`src/rtl/mcb_arb_pkg.sv`:
```
// Shared constants for the two-requester MCB user-port arbiter:
// FSM state encoding and MCB command instructions.
package mcb_arb_pkg;

    typedef enum logic [2:0] {
        IDLE  = 3'd0,
        WDATA = 3'd1,
        CMD   = 3'd2,
        RDATA = 3'd3,
        FIN   = 3'd4
    } arb_state_e;

    localparam logic [2:0] INSTR_WR = 3'b000;
    localparam logic [2:0] INSTR_RD = 3'b001;

endpackage

```
`src/rtl/mcb_port_arbiter_if.sv`:
```
// Requester-side and MCB-user-port-side bundles for mcb_port_arbiter.
// master drives the transaction; slave answers it.
interface mcb_req_if #(
    parameter int BL_W   = 6,
    parameter int ADDR_W = 30,
    parameter int DATA_W = 32
);
    logic                  req;
    logic                  rw;
    logic [BL_W-1:0]       bl;
    logic [ADDR_W-1:0]     addr;
    logic [DATA_W-1:0]     wr_data;
    logic [DATA_W/8-1:0]   wr_mask;
    logic                  wr_ack;
    logic                  rd_valid;
    logic                  done;

    modport master (output req, rw, bl, addr, wr_data, wr_mask,
                    input  wr_ack, rd_valid, done);
    modport slave  (input  req, rw, bl, addr, wr_data, wr_mask,
                    output wr_ack, rd_valid, done);
endinterface

interface mcb_user_port_if #(
    parameter int BL_W   = 6,
    parameter int ADDR_W = 30,
    parameter int DATA_W = 32
);
    logic                  cmd_en;
    logic [2:0]            cmd_instr;
    logic [BL_W-1:0]       cmd_bl;
    logic [ADDR_W-1:0]     cmd_byte_addr;
    logic                  cmd_full;
    logic                  wr_en;
    logic [DATA_W-1:0]     wr_data;
    logic [DATA_W/8-1:0]   wr_mask;
    logic                  wr_full;
    logic                  rd_en;
    logic [DATA_W-1:0]     rd_data;
    logic                  rd_empty;

    modport master (output cmd_en, cmd_instr, cmd_bl, cmd_byte_addr,
                           wr_en, wr_data, wr_mask, rd_en,
                    input  cmd_full, wr_full, rd_data, rd_empty);
    modport slave  (input  cmd_en, cmd_instr, cmd_bl, cmd_byte_addr,
                           wr_en, wr_data, wr_mask, rd_en,
                    output cmd_full, wr_full, rd_data, rd_empty);
endinterface

```
`src/rtl/mcb_arb_grant.sv`:
```
// Two-way grant: fixed priority (0 over 1), or with ARB_ROUND_ROBIN_EN a
// last-owner register so a tie goes to whoever did not own the last burst.
module mcb_arb_grant (
`ifdef ARB_ROUND_ROBIN_EN
    input  logic       clk,
    input  logic       rst_n,
    input  logic       take,
`endif
    input  logic [1:0] req,
    output logic       gnt_vld,
    output logic       gnt_idx
);

    assign gnt_vld = |req;

`ifdef ARB_ROUND_ROBIN_EN
    logic last_q, last_d;

    always_comb begin
        gnt_idx = ~req[0];
        if (req == 2'b11) gnt_idx = ~last_q;
        last_d = last_q;
        if (take) last_d = gnt_idx;
    end

    // Resets to 1 so requester 0 wins the first tie.
    always_ff @(posedge clk or negedge rst_n) begin
        if (!rst_n) last_q <= 1'b1;
        else        last_q <= last_d;
    end
`else
    assign gnt_idx = ~req[0];
`endif

endmodule

```
`src/rtl/mcb_port_arbiter.sv`:
```
// Shares one Spartan-6 MCB user port between the VGA fetcher (m0) and the
// UART MCU (m1); each grant runs as one atomic burst. Option: ARB_ROUND_ROBIN_EN.
module mcb_port_arbiter
    import mcb_arb_pkg::*;
#(
    parameter int BL_W   = 6,
    parameter int ADDR_W = 30,
    parameter int DATA_W = 32
) (
    input  logic              sys_clk,
    input  logic              sys_rst_n,
    input  logic              calib_done,
    mcb_req_if.slave          m0,
    mcb_req_if.slave          m1,
    mcb_user_port_if.master   p,
    output logic [DATA_W-1:0] rd_data,
    output logic              owner
);

    arb_state_e          state_q, state_d;
    logic                owner_q, owner_d;
    logic                rw_q, rw_d;
    logic [BL_W-1:0]     bl_q, bl_d;
    logic [ADDR_W-1:0]   addr_q, addr_d;
    logic [BL_W-1:0]     cnt_q, cnt_d;
    logic [DATA_W-1:0]   rd_data_q, rd_data_d;
    logic [1:0]          rd_valid_q, rd_valid_d;
    logic [1:0]          wr_ack;
    logic [1:0]          done;
    logic                gnt_vld, gnt_idx;

`ifdef ARB_ROUND_ROBIN_EN
    logic take;
    assign take = (state_q == IDLE) && calib_done && gnt_vld;
`endif

    mcb_arb_grant u_grant (
`ifdef ARB_ROUND_ROBIN_EN
        .clk     (sys_clk),
        .rst_n   (sys_rst_n),
        .take    (take),
`endif
        .req     ({m1.req, m0.req}),
        .gnt_vld (gnt_vld),
        .gnt_idx (gnt_idx)
    );

    always_comb begin
        state_d    = state_q;
        owner_d    = owner_q;
        rw_d       = rw_q;
        bl_d       = bl_q;
        addr_d     = addr_q;
        cnt_d      = cnt_q;
        rd_data_d  = rd_data_q;
        rd_valid_d = '0;
        wr_ack     = '0;
        done       = '0;
        p.cmd_en   = 1'b0;
        p.wr_en    = 1'b0;
        p.rd_en    = 1'b0;

        case (state_q)
            IDLE: begin
                // calib_done only gates new grants; bursts in flight finish.
                if (calib_done && gnt_vld) begin
                    owner_d = gnt_idx;
                    rw_d    = gnt_idx ? m1.rw   : m0.rw;
                    bl_d    = gnt_idx ? m1.bl   : m0.bl;
                    addr_d  = gnt_idx ? m1.addr : m0.addr;
                    cnt_d   = '0;
                    state_d = rw_d ? CMD : WDATA;
                end
            end
            WDATA: begin
                if (!p.wr_full) begin
                    p.wr_en         = 1'b1;
                    wr_ack[owner_q] = 1'b1;
                    cnt_d           = cnt_q + 1'b1;
                    if (cnt_q == bl_q) state_d = CMD;
                end
            end
            CMD: begin
                if (!p.cmd_full) begin
                    p.cmd_en = 1'b1;
                    if (rw_q) begin
                        cnt_d   = '0;
                        state_d = RDATA;
                    end else begin
                        state_d = FIN;
                    end
                end
            end
            RDATA: begin
                p.rd_en = ~p.rd_empty;
                if (!p.rd_empty) begin
                    rd_data_d           = p.rd_data;
                    rd_valid_d[owner_q] = 1'b1;
                    cnt_d               = cnt_q + 1'b1;
                    if (cnt_q == bl_q) state_d = FIN;
                end
            end
            FIN: begin
                done[owner_q] = 1'b1;
                state_d       = IDLE;
            end
            default: state_d = IDLE;
        endcase
    end

    always_ff @(posedge sys_clk or negedge sys_rst_n) begin
        if (!sys_rst_n) begin
            state_q    <= IDLE;
            owner_q    <= 1'b0;
            rw_q       <= 1'b0;
            bl_q       <= '0;
            addr_q     <= '0;
            cnt_q      <= '0;
            rd_data_q  <= '0;
            rd_valid_q <= '0;
        end else begin
            state_q    <= state_d;
            owner_q    <= owner_d;
            rw_q       <= rw_d;
            bl_q       <= bl_d;
            addr_q     <= addr_d;
            cnt_q      <= cnt_d;
            rd_data_q  <= rd_data_d;
            rd_valid_q <= rd_valid_d;
        end
    end

    assign p.cmd_instr     = rw_q ? INSTR_RD : INSTR_WR;
    assign p.cmd_bl        = bl_q;
    assign p.cmd_byte_addr = addr_q;
    assign p.wr_data       = owner_q ? m1.wr_data : m0.wr_data;
    assign p.wr_mask       = owner_q ? m1.wr_mask : m0.wr_mask;

    assign m0.wr_ack   = wr_ack[0];
    assign m1.wr_ack   = wr_ack[1];
    assign m0.rd_valid = rd_valid_q[0];
    assign m1.rd_valid = rd_valid_q[1];
    assign m0.done     = done[0];
    assign m1.done     = done[1];

    assign rd_data = rd_data_q;
    assign owner   = owner_q;

endmodule

```
`src/flat_wrapper.sv`:
```
// flat-port wrapper written by rule: the top's interface ports become plain ports
module mcb_port_arbiter_flat import mcb_arb_pkg::*;
#(
    parameter int BL_W   = 6,
    parameter int ADDR_W = 30,
    parameter int DATA_W = 32
)
  (sys_clk, sys_rst_n, calib_done, rd_data, owner, m0_req, m0_rw, m0_bl, m0_addr, m0_wr_data, m0_wr_mask, m0_wr_ack, m0_rd_valid, m0_done, m1_req, m1_rw, m1_bl, m1_addr, m1_wr_data, m1_wr_mask, m1_wr_ack, m1_rd_valid, m1_done, p_cmd_en, p_cmd_instr, p_cmd_bl, p_cmd_byte_addr, p_wr_en, p_wr_data, p_wr_mask, p_rd_en, p_cmd_full, p_wr_full, p_rd_data, p_rd_empty);
  mcb_req_if #(.BL_W(BL_W), .ADDR_W(ADDR_W), .DATA_W(DATA_W)) m0_i ();
  mcb_req_if #(.BL_W(BL_W), .ADDR_W(ADDR_W), .DATA_W(DATA_W)) m1_i ();
  mcb_user_port_if #(.BL_W(BL_W), .ADDR_W(ADDR_W), .DATA_W(DATA_W)) p_i ();
  input  logic sys_clk;
  input  logic sys_rst_n;
  input  logic calib_done;
  output logic [DATA_W-1:0] rd_data;
  output logic owner;
  input wire logic [$bits(m0_i.req)-1:0] m0_req;
  input wire logic [$bits(m0_i.rw)-1:0] m0_rw;
  input wire logic [$bits(m0_i.bl)-1:0] m0_bl;
  input wire logic [$bits(m0_i.addr)-1:0] m0_addr;
  input wire logic [$bits(m0_i.wr_data)-1:0] m0_wr_data;
  input wire logic [$bits(m0_i.wr_mask)-1:0] m0_wr_mask;
  output wire logic [$bits(m0_i.wr_ack)-1:0] m0_wr_ack;
  output wire logic [$bits(m0_i.rd_valid)-1:0] m0_rd_valid;
  output wire logic [$bits(m0_i.done)-1:0] m0_done;
  input wire logic [$bits(m1_i.req)-1:0] m1_req;
  input wire logic [$bits(m1_i.rw)-1:0] m1_rw;
  input wire logic [$bits(m1_i.bl)-1:0] m1_bl;
  input wire logic [$bits(m1_i.addr)-1:0] m1_addr;
  input wire logic [$bits(m1_i.wr_data)-1:0] m1_wr_data;
  input wire logic [$bits(m1_i.wr_mask)-1:0] m1_wr_mask;
  output wire logic [$bits(m1_i.wr_ack)-1:0] m1_wr_ack;
  output wire logic [$bits(m1_i.rd_valid)-1:0] m1_rd_valid;
  output wire logic [$bits(m1_i.done)-1:0] m1_done;
  output wire logic [$bits(p_i.cmd_en)-1:0] p_cmd_en;
  output wire logic [$bits(p_i.cmd_instr)-1:0] p_cmd_instr;
  output wire logic [$bits(p_i.cmd_bl)-1:0] p_cmd_bl;
  output wire logic [$bits(p_i.cmd_byte_addr)-1:0] p_cmd_byte_addr;
  output wire logic [$bits(p_i.wr_en)-1:0] p_wr_en;
  output wire logic [$bits(p_i.wr_data)-1:0] p_wr_data;
  output wire logic [$bits(p_i.wr_mask)-1:0] p_wr_mask;
  output wire logic [$bits(p_i.rd_en)-1:0] p_rd_en;
  input wire logic [$bits(p_i.cmd_full)-1:0] p_cmd_full;
  input wire logic [$bits(p_i.wr_full)-1:0] p_wr_full;
  input wire logic [$bits(p_i.rd_data)-1:0] p_rd_data;
  input wire logic [$bits(p_i.rd_empty)-1:0] p_rd_empty;
  assign m0_i.req = m0_req;
  assign m0_i.rw = m0_rw;
  assign m0_i.bl = m0_bl;
  assign m0_i.addr = m0_addr;
  assign m0_i.wr_data = m0_wr_data;
  assign m0_i.wr_mask = m0_wr_mask;
  assign m0_wr_ack = m0_i.wr_ack;
  assign m0_rd_valid = m0_i.rd_valid;
  assign m0_done = m0_i.done;
  assign m1_i.req = m1_req;
  assign m1_i.rw = m1_rw;
  assign m1_i.bl = m1_bl;
  assign m1_i.addr = m1_addr;
  assign m1_i.wr_data = m1_wr_data;
  assign m1_i.wr_mask = m1_wr_mask;
  assign m1_wr_ack = m1_i.wr_ack;
  assign m1_rd_valid = m1_i.rd_valid;
  assign m1_done = m1_i.done;
  assign p_cmd_en = p_i.cmd_en;
  assign p_cmd_instr = p_i.cmd_instr;
  assign p_cmd_bl = p_i.cmd_bl;
  assign p_cmd_byte_addr = p_i.cmd_byte_addr;
  assign p_wr_en = p_i.wr_en;
  assign p_wr_data = p_i.wr_data;
  assign p_wr_mask = p_i.wr_mask;
  assign p_rd_en = p_i.rd_en;
  assign p_i.cmd_full = p_cmd_full;
  assign p_i.wr_full = p_wr_full;
  assign p_i.rd_data = p_rd_data;
  assign p_i.rd_empty = p_rd_empty;
  mcb_port_arbiter #(.BL_W(BL_W), .ADDR_W(ADDR_W), .DATA_W(DATA_W)) u_core (.sys_clk(sys_clk), .sys_rst_n(sys_rst_n), .calib_done(calib_done), .m0(m0_i), .m1(m1_i), .p(p_i), .rd_data(rd_data), .owner(owner));
endmodule
```
`config.mk`:
```
export PLATFORM = sky130hd
export DESIGN_NAME = mcb_port_arbiter_flat
export DESIGN_NICKNAME = d
export VERILOG_FILES = /design/src/rtl/mcb_arb_pkg.sv /design/src/rtl/mcb_port_arbiter_if.sv /design/src/rtl/mcb_arb_grant.sv /design/src/rtl/mcb_port_arbiter.sv /design/src/flat_wrapper.sv
export SDC_FILE = /design/constraint.sdc
export NUM_CORES = 1
export LEC_CHECK = 0
export ABC_CLOCK_PERIOD_IN_PS = 1900
export CAP_MARGIN = 20
export CORE_AREA = 2 2 119 121
export DETAILED_ROUTE_END_ITERATION = 8
export DIE_AREA = 0 0 121 123
export PLACE_DENSITY = 0.69
export SLEW_MARGIN = 20
export SYNTH_ARGS = -nofsm -noshare
export SYNTH_HDL_FRONTEND = slang
export SYNTH_HIERARCHICAL = 1
export SYNTH_SLANG_ARGS = --single-unit
```
`constraint.sdc`:
```
create_clock -name sys_clk -period 1.9 [get_ports sys_clk]
set_input_delay 0.38 -clock sys_clk [delete_from_list [all_inputs] [get_ports sys_clk]]
set_output_delay 0.38 -clock sys_clk [all_outputs]
set_load 0.005 [all_outputs]
```
---- Word level (Yosys, flattened, before mapping) ----
Cells that the tools add are included.
W data, S select, Z words.
operators by class
  multiplexer cells ....................... 33
  order comparisons ....................... 2
  bitwise gates (word level) .............. 2
  reduce and logical (&&, ||, !) cells .... 9
  $add $sub $neg .......................... 1
  eq/ne operators ......................... 12
operators with widths
  kind                   number
  $mux W6                6
  $mux W32               1
  $mux W30               1
  $pmux W6 S4            1
  $mux W3                7
  $mux W2                6
  $pmux W3 S4            1
  $reduce_and A6 Y1      2
  $mux W1                8
  $ne A2 B1 Y1 const B   4
  $add A6 B1 Y6 const B  1
  $eq A3 B2 Y1 const B   2
  $eq A6 B6 Y1           1
  $ne A2 B2 Y1 const B   3
  $mux W4                1
  $reduce_and A2 Y1      2
  $reduce_bool A4 Y1     1
  $eq A3 B1 Y1 const B   1
  $eq A3 B3 Y1 const B   1
  $logic_not A3 Y1       1
  $logic_and A1 B1 Y1    2
  $lt A1 B2 Y1 const B   1
  $not A1 Y1             2
  $reduce_or A2 Y1       1
  2 further kinds        2
storage, ports and cells
  input bits .............................. 186
  logic and storage cells ................. 67
  output and inout port bits .............. 117
  register bits ........................... 81

---- Longest topological paths before layout ----
  depth after elaboration ................. 6
  gate-level depth with buffers ........... 7
  depth with buffers taken out ............ 5

---- Hierarchy ----
Netlist, hierarchy kept.
by module, submodules not included
  module            area an instance (um^2)  sequential area each (um^2)  cells an instance  times used
  mcb_port_arbiter  4127.7                   2026.9                       358                1
  mcb_arb_grant     10.0                     0.0                          2                  1

---- Worst setup path after synthesis ----
Ideal clock, no wire load.
  kind .................................... flip-flop to output port
  start ................................... reg u_core.owner_q, in the netlist u_core/owner
  end ..................................... out p_wr_data[10]
  path slack .............................. 0.220 ns
  cell stages (with the launch flop) ...... 4
  buffers on the path ..................... 2
  data required time ...................... 1.520 ns
  arrival time ............................ 1.300 ns
  path through ............................ dfrtp_1 > clkbuf_1 > clkbuf_1 > mux2_2
between the ends
  word-level cells in the longest chain between the ends .. 1
ends and longest elaborated chain
  what                      line                     source
  start: declaration        mcb_port_arbiter.sv:21   logic owner_q, owner_d;
  start signal: assignment  mcb_port_arbiter.sv:123  owner_q <= owner_d;
  $mux W32                  mcb_port_arbiter.sv:136  assign p.wr_data = owner_q ? m1.wr_data : m0.wr_data;
  end: declaration          flat_wrapper.sv:40       output wire logic [$bits(p_i.wr_data)-1:0] p_wr_data;
Every way passes these cells.

---- Worst setup path after layout ----
  start ................................... reg u_core.owner_q, in the netlist u_core/owner
  end ..................................... out p_wr_data[19]
The elaborated chain is that of the path after synthesis.

==> results.py <==
metrics = {
    "timing": {
        "timing.final.setup_violations": 21,
        "fin_setup_tns_ns": -0.4185,
        "skew_final_ns": 0.005483,
        "fin_crit_ns": 1.951,
        "fmax_mhz": 512.5,
        "final-max-slew-violation-count": 0,
        "hold_slack_ns": 0.05610,
        "final_critical_path_setup_slack_ns": -0.05113,
        "timing_hold_violations_final": 0,
        "timing.final.crit_share": 1.027,
        "grt_setup_unrepaired": "true",
    },
    "route": {
        "detail_route.iter0.violations": 107,
        "vias_per_cell": 4.691,
        "dr_total_vias": 4072,
        "post-route-drc-count": 0,
        "first_pass_iters": 4,
        "drtAntennaViolNets": 0,
        "finalWirelength_mm": 15.50,
        "wl_per_cell_um": 17.86,
    },
    "worst_setup_path": {
        "max_stage_delay_ns": 0.44,
        "worst-path-max-fanout": 8,
        "worst_r2r_startpoint": "u_core/state_q[0]$_DFFE_PN0P_",
        "slowest_stage": "dfrtp_2",
        "worst_endpoint_required_time_ns": 1.52,
        "critical_path.endpoint_type": "output pin",
        "crit_path_start": "u_core/owner$_DFFE_PN0P_",
        "setup.worst_path.start_class": "register",
        "timing.critical_path.max_delay_family": "buffers and inverters",
        "critPathMostFrequentCell": "buf_12",
        "critical_path.n_buffers_inverters": 4,
        "rrSetupSlack_ns": 0.08,
        "path_class": "register to output pin",
        "crit_path_cell_trace": "buf_12 > buf_8 > buf_12 > mux2_4 > buf_6",
        "cp_data_arrival_time_ns": 1.57,
    },
    "final_layout": {
        "syn2layout_area_growth_pct": 91.56,
        "instances_no_fill": 868,
        "proportion_of_layout_cells_with_a_drive_suffix_above_1": 0.2533,
        "finish.net_count": 869,
        "multiInputGateArea_um2": 2013,
        "layout.filler_cells": 1193,
        "area.sequential_um2": 2028,
    },
    "yosys": {
        "number_of_instances_in_the_synthesized_netlist": 360,
        "synth_area_um2": 4138,
        "netlist_top_cells_area": "dfrtp_1 49%, mux2_2 19%, mux2i_1 9.4%",
        "distinct_cell_type_count_of_the_synthesized_netlist": 42,
        "synth_async_sr_flop_share": 1.000,
        "postSynthRegisterBits": 81,
        "count_of_yosys_warnings_during_synthesis": 6,
        "post_synth_most_frequent_cells": "81 x dfrtp_1, 70 x mux2_2, 40 x nor2_1",
        "ys_seq_area_frac": 0.4899,
        "yosysMostFrequentCell": "dfrtp_1",
        "synth.top_cell.area_share": 0.4899,
        "postSynth.topFlopCell": "dfrtp_1",
        "synth_enable_flop_cells": 0,
        "post-synth-top-area-cell": "dfrtp_1",
        "syn_avg_cell_area_um2": 11.49,
    },
    "place": {
        "numPortBuffers": 300,
        "place.gp.congestion": 0.7787,
        "dp_slack_ns": -0.3912,
        "place_hpwl_mm": 12.19,
        "place.detailed.instances": 844,
    },
    "clock_network": {
        "tritoncts_clock_tree": "built",
        "clock_sinks": 81,
        "cts.hold.buffers_added": 0,
        "clock-root-buffer": "clkbuf_16",
        "max-clock-path-buffers": 2,
        "clock_tree.htree_level_count": 3,
        "clk-insertion-delay-late_ns": 0.33,
        "numCtsBuffers": 9,
        "cts.reportedPaths.clkPinSlew_ns": 0.06,
    },
    "job": {
        "timing.max_cap.violations": 0,
    },
    "global_route": {
        "grt_first_pass_wirelength_mm": 22.87,
        "grt.total_usage": 0.2022,
        "grt_overflow_total": 0,
        "grt_start_max_net_pins": 82,
        "vias_in_the_first_global_route": 4272,
        "initial_antenna_violation_count": 1,
    },
    "hold_path": {
        "timing.hold.worst.class": "input pin to async pin",
    },
    "floorplanning": {
        "top_level_ports": 303,
        "placementRows": 43,
        "core-area_um2": 13610,
        "floorplan.die.height_um": 123,
        "starting_density": 0.3040,
        "full_die_area_um2": 14880,
        "die_width_um": 121,
    },
    "run_status": {
        "run_status": "complete, but fails checks",
        "failed_checks": "negative setup slack",
    },
    "power_and_ir_drop": {
        "power.total_w": 0.01031,
        "worst_ir_drop_vdd_mv": 0.6794,
        "power-per-cell-area_nw_per_um2": 1301,
        "p_leak_nw": 3.378,
    },
}
-- cell usage in the layout, fill, tap and decap left out, drive strengths merged, types with 2 or more instances in the layout --
master           n
nand2b           3
nand2            7
dlygate4sd2      3
nor2            41
a21oi           38
nand3b           5
nor4             2
xnor2            6
inv              6
clkdlybuf4s15    2
nor3             4
buf             76
and3             2
and2             2
conb             2
o221ai           2
mux2i           39
clkinvlp         2
or2              2
clkbuf          13
mux2            70
o21ai            8
clkdlybuf4s50  254
dfrtp           81
-- per-stage QoR --
stage | instance area, um^2 | util
floorplan | 4141 | -
global placement | 7518 | 0.5523
detailed placement | 7518 | 0.5523
CTS | 7974 | 0.5858
global route | 7926 | 0.5823
finish | 7926 | 0.5823
-- power breakdown --
part | internal (W) | leakage, nW | switching (W)
Sequential | 0.00258 | 0.935 | 0.000557
Combinational | 0.00354 | 2.30 | 0.00197
Clock | 0.000963 | 0.139 | 0.000702
Total | 0.00708 | 3.38 | 0.00323
-- path summary, 6_finish.rpt --
kind	endpoint	cells past startpoint
setup / recovery	p_wr_data[19]	5
min in group sys_clk	u_core/rd_data[13]$_DFFE_PN0P_	1
max in group asynchronous	u_core/owner$_DFFE_PN0P_	2
hold reg to reg	u_core/rd_data[13]$_DFFE_PN0P_	1
hold / removal	u_core/rd_data[29]$_DFFE_PN0P_	2
setup reg to reg	u_core/cnt_q[4]$_DFFE_PN0P_	6
-- final cells by class --
cell class | instances | share of cell area
timing repair buffer | 337 | 0.4229
sequential | 81 | 0.2559
multi-input combinational | 249 | 0.2540
clock buffer | 11 | 0.03189
tap | 180 | 0.02841
clock inverter | 5 | 0.004736
inverter | 4 | 0.001894
antenna | 1 | 0.0003157
-- registers in the layout, summed over array words and instances (netlist names) --
name	flops
u_core/cnt_q	6
u_core/p.cmd_bl	6
u_core/owner	1
u_core/rd_valid_q	2
u_core/state_q	3
u_core/p.cmd_byte_addr	30
u_core/rd_data	32
u_core/rw_q	1
-- layer usage --
metal / track usage / wire [um] / vias to the layer above
met3: 0.05950 / 1330 / 18
met2: 0.4034 / 8686 / 182
li1: - / - / 1923
met5: 0 / 0 / -
met1: 0.1974 / 5193 / 1949
met4: 0.06468 / 290 / 0
-- cells by family (layout without fill, tap and decap cells) --
family	Yosys count	after routing	synth area share
other	1	3	0.0009063
buffers and inverters	31	357	0.03901
XOR/XNOR	6	6	0.01270
AND/OR/NAND/NOR	75	75	0.09103
AO/OA/AOI/OAI	56	56	0.07863
flip-flops	81	81	0.4899
adder cells (fa/ha/maj)	1	1	0.003023
multiplexers	109	109	0.2849
-- timing repair --
| item | 4_1_cts | 5_1_grt |
|---|---|---|
| gates cloned | 3 | 0 |
| endpoints found under the setup margin | 43 | 69 |
| pin swaps | 2 | 2 |
| gates resized for setup | 209 | 13 |
| buffers inserted | 10 | 0 |
(Power assumes the default switching activity.)
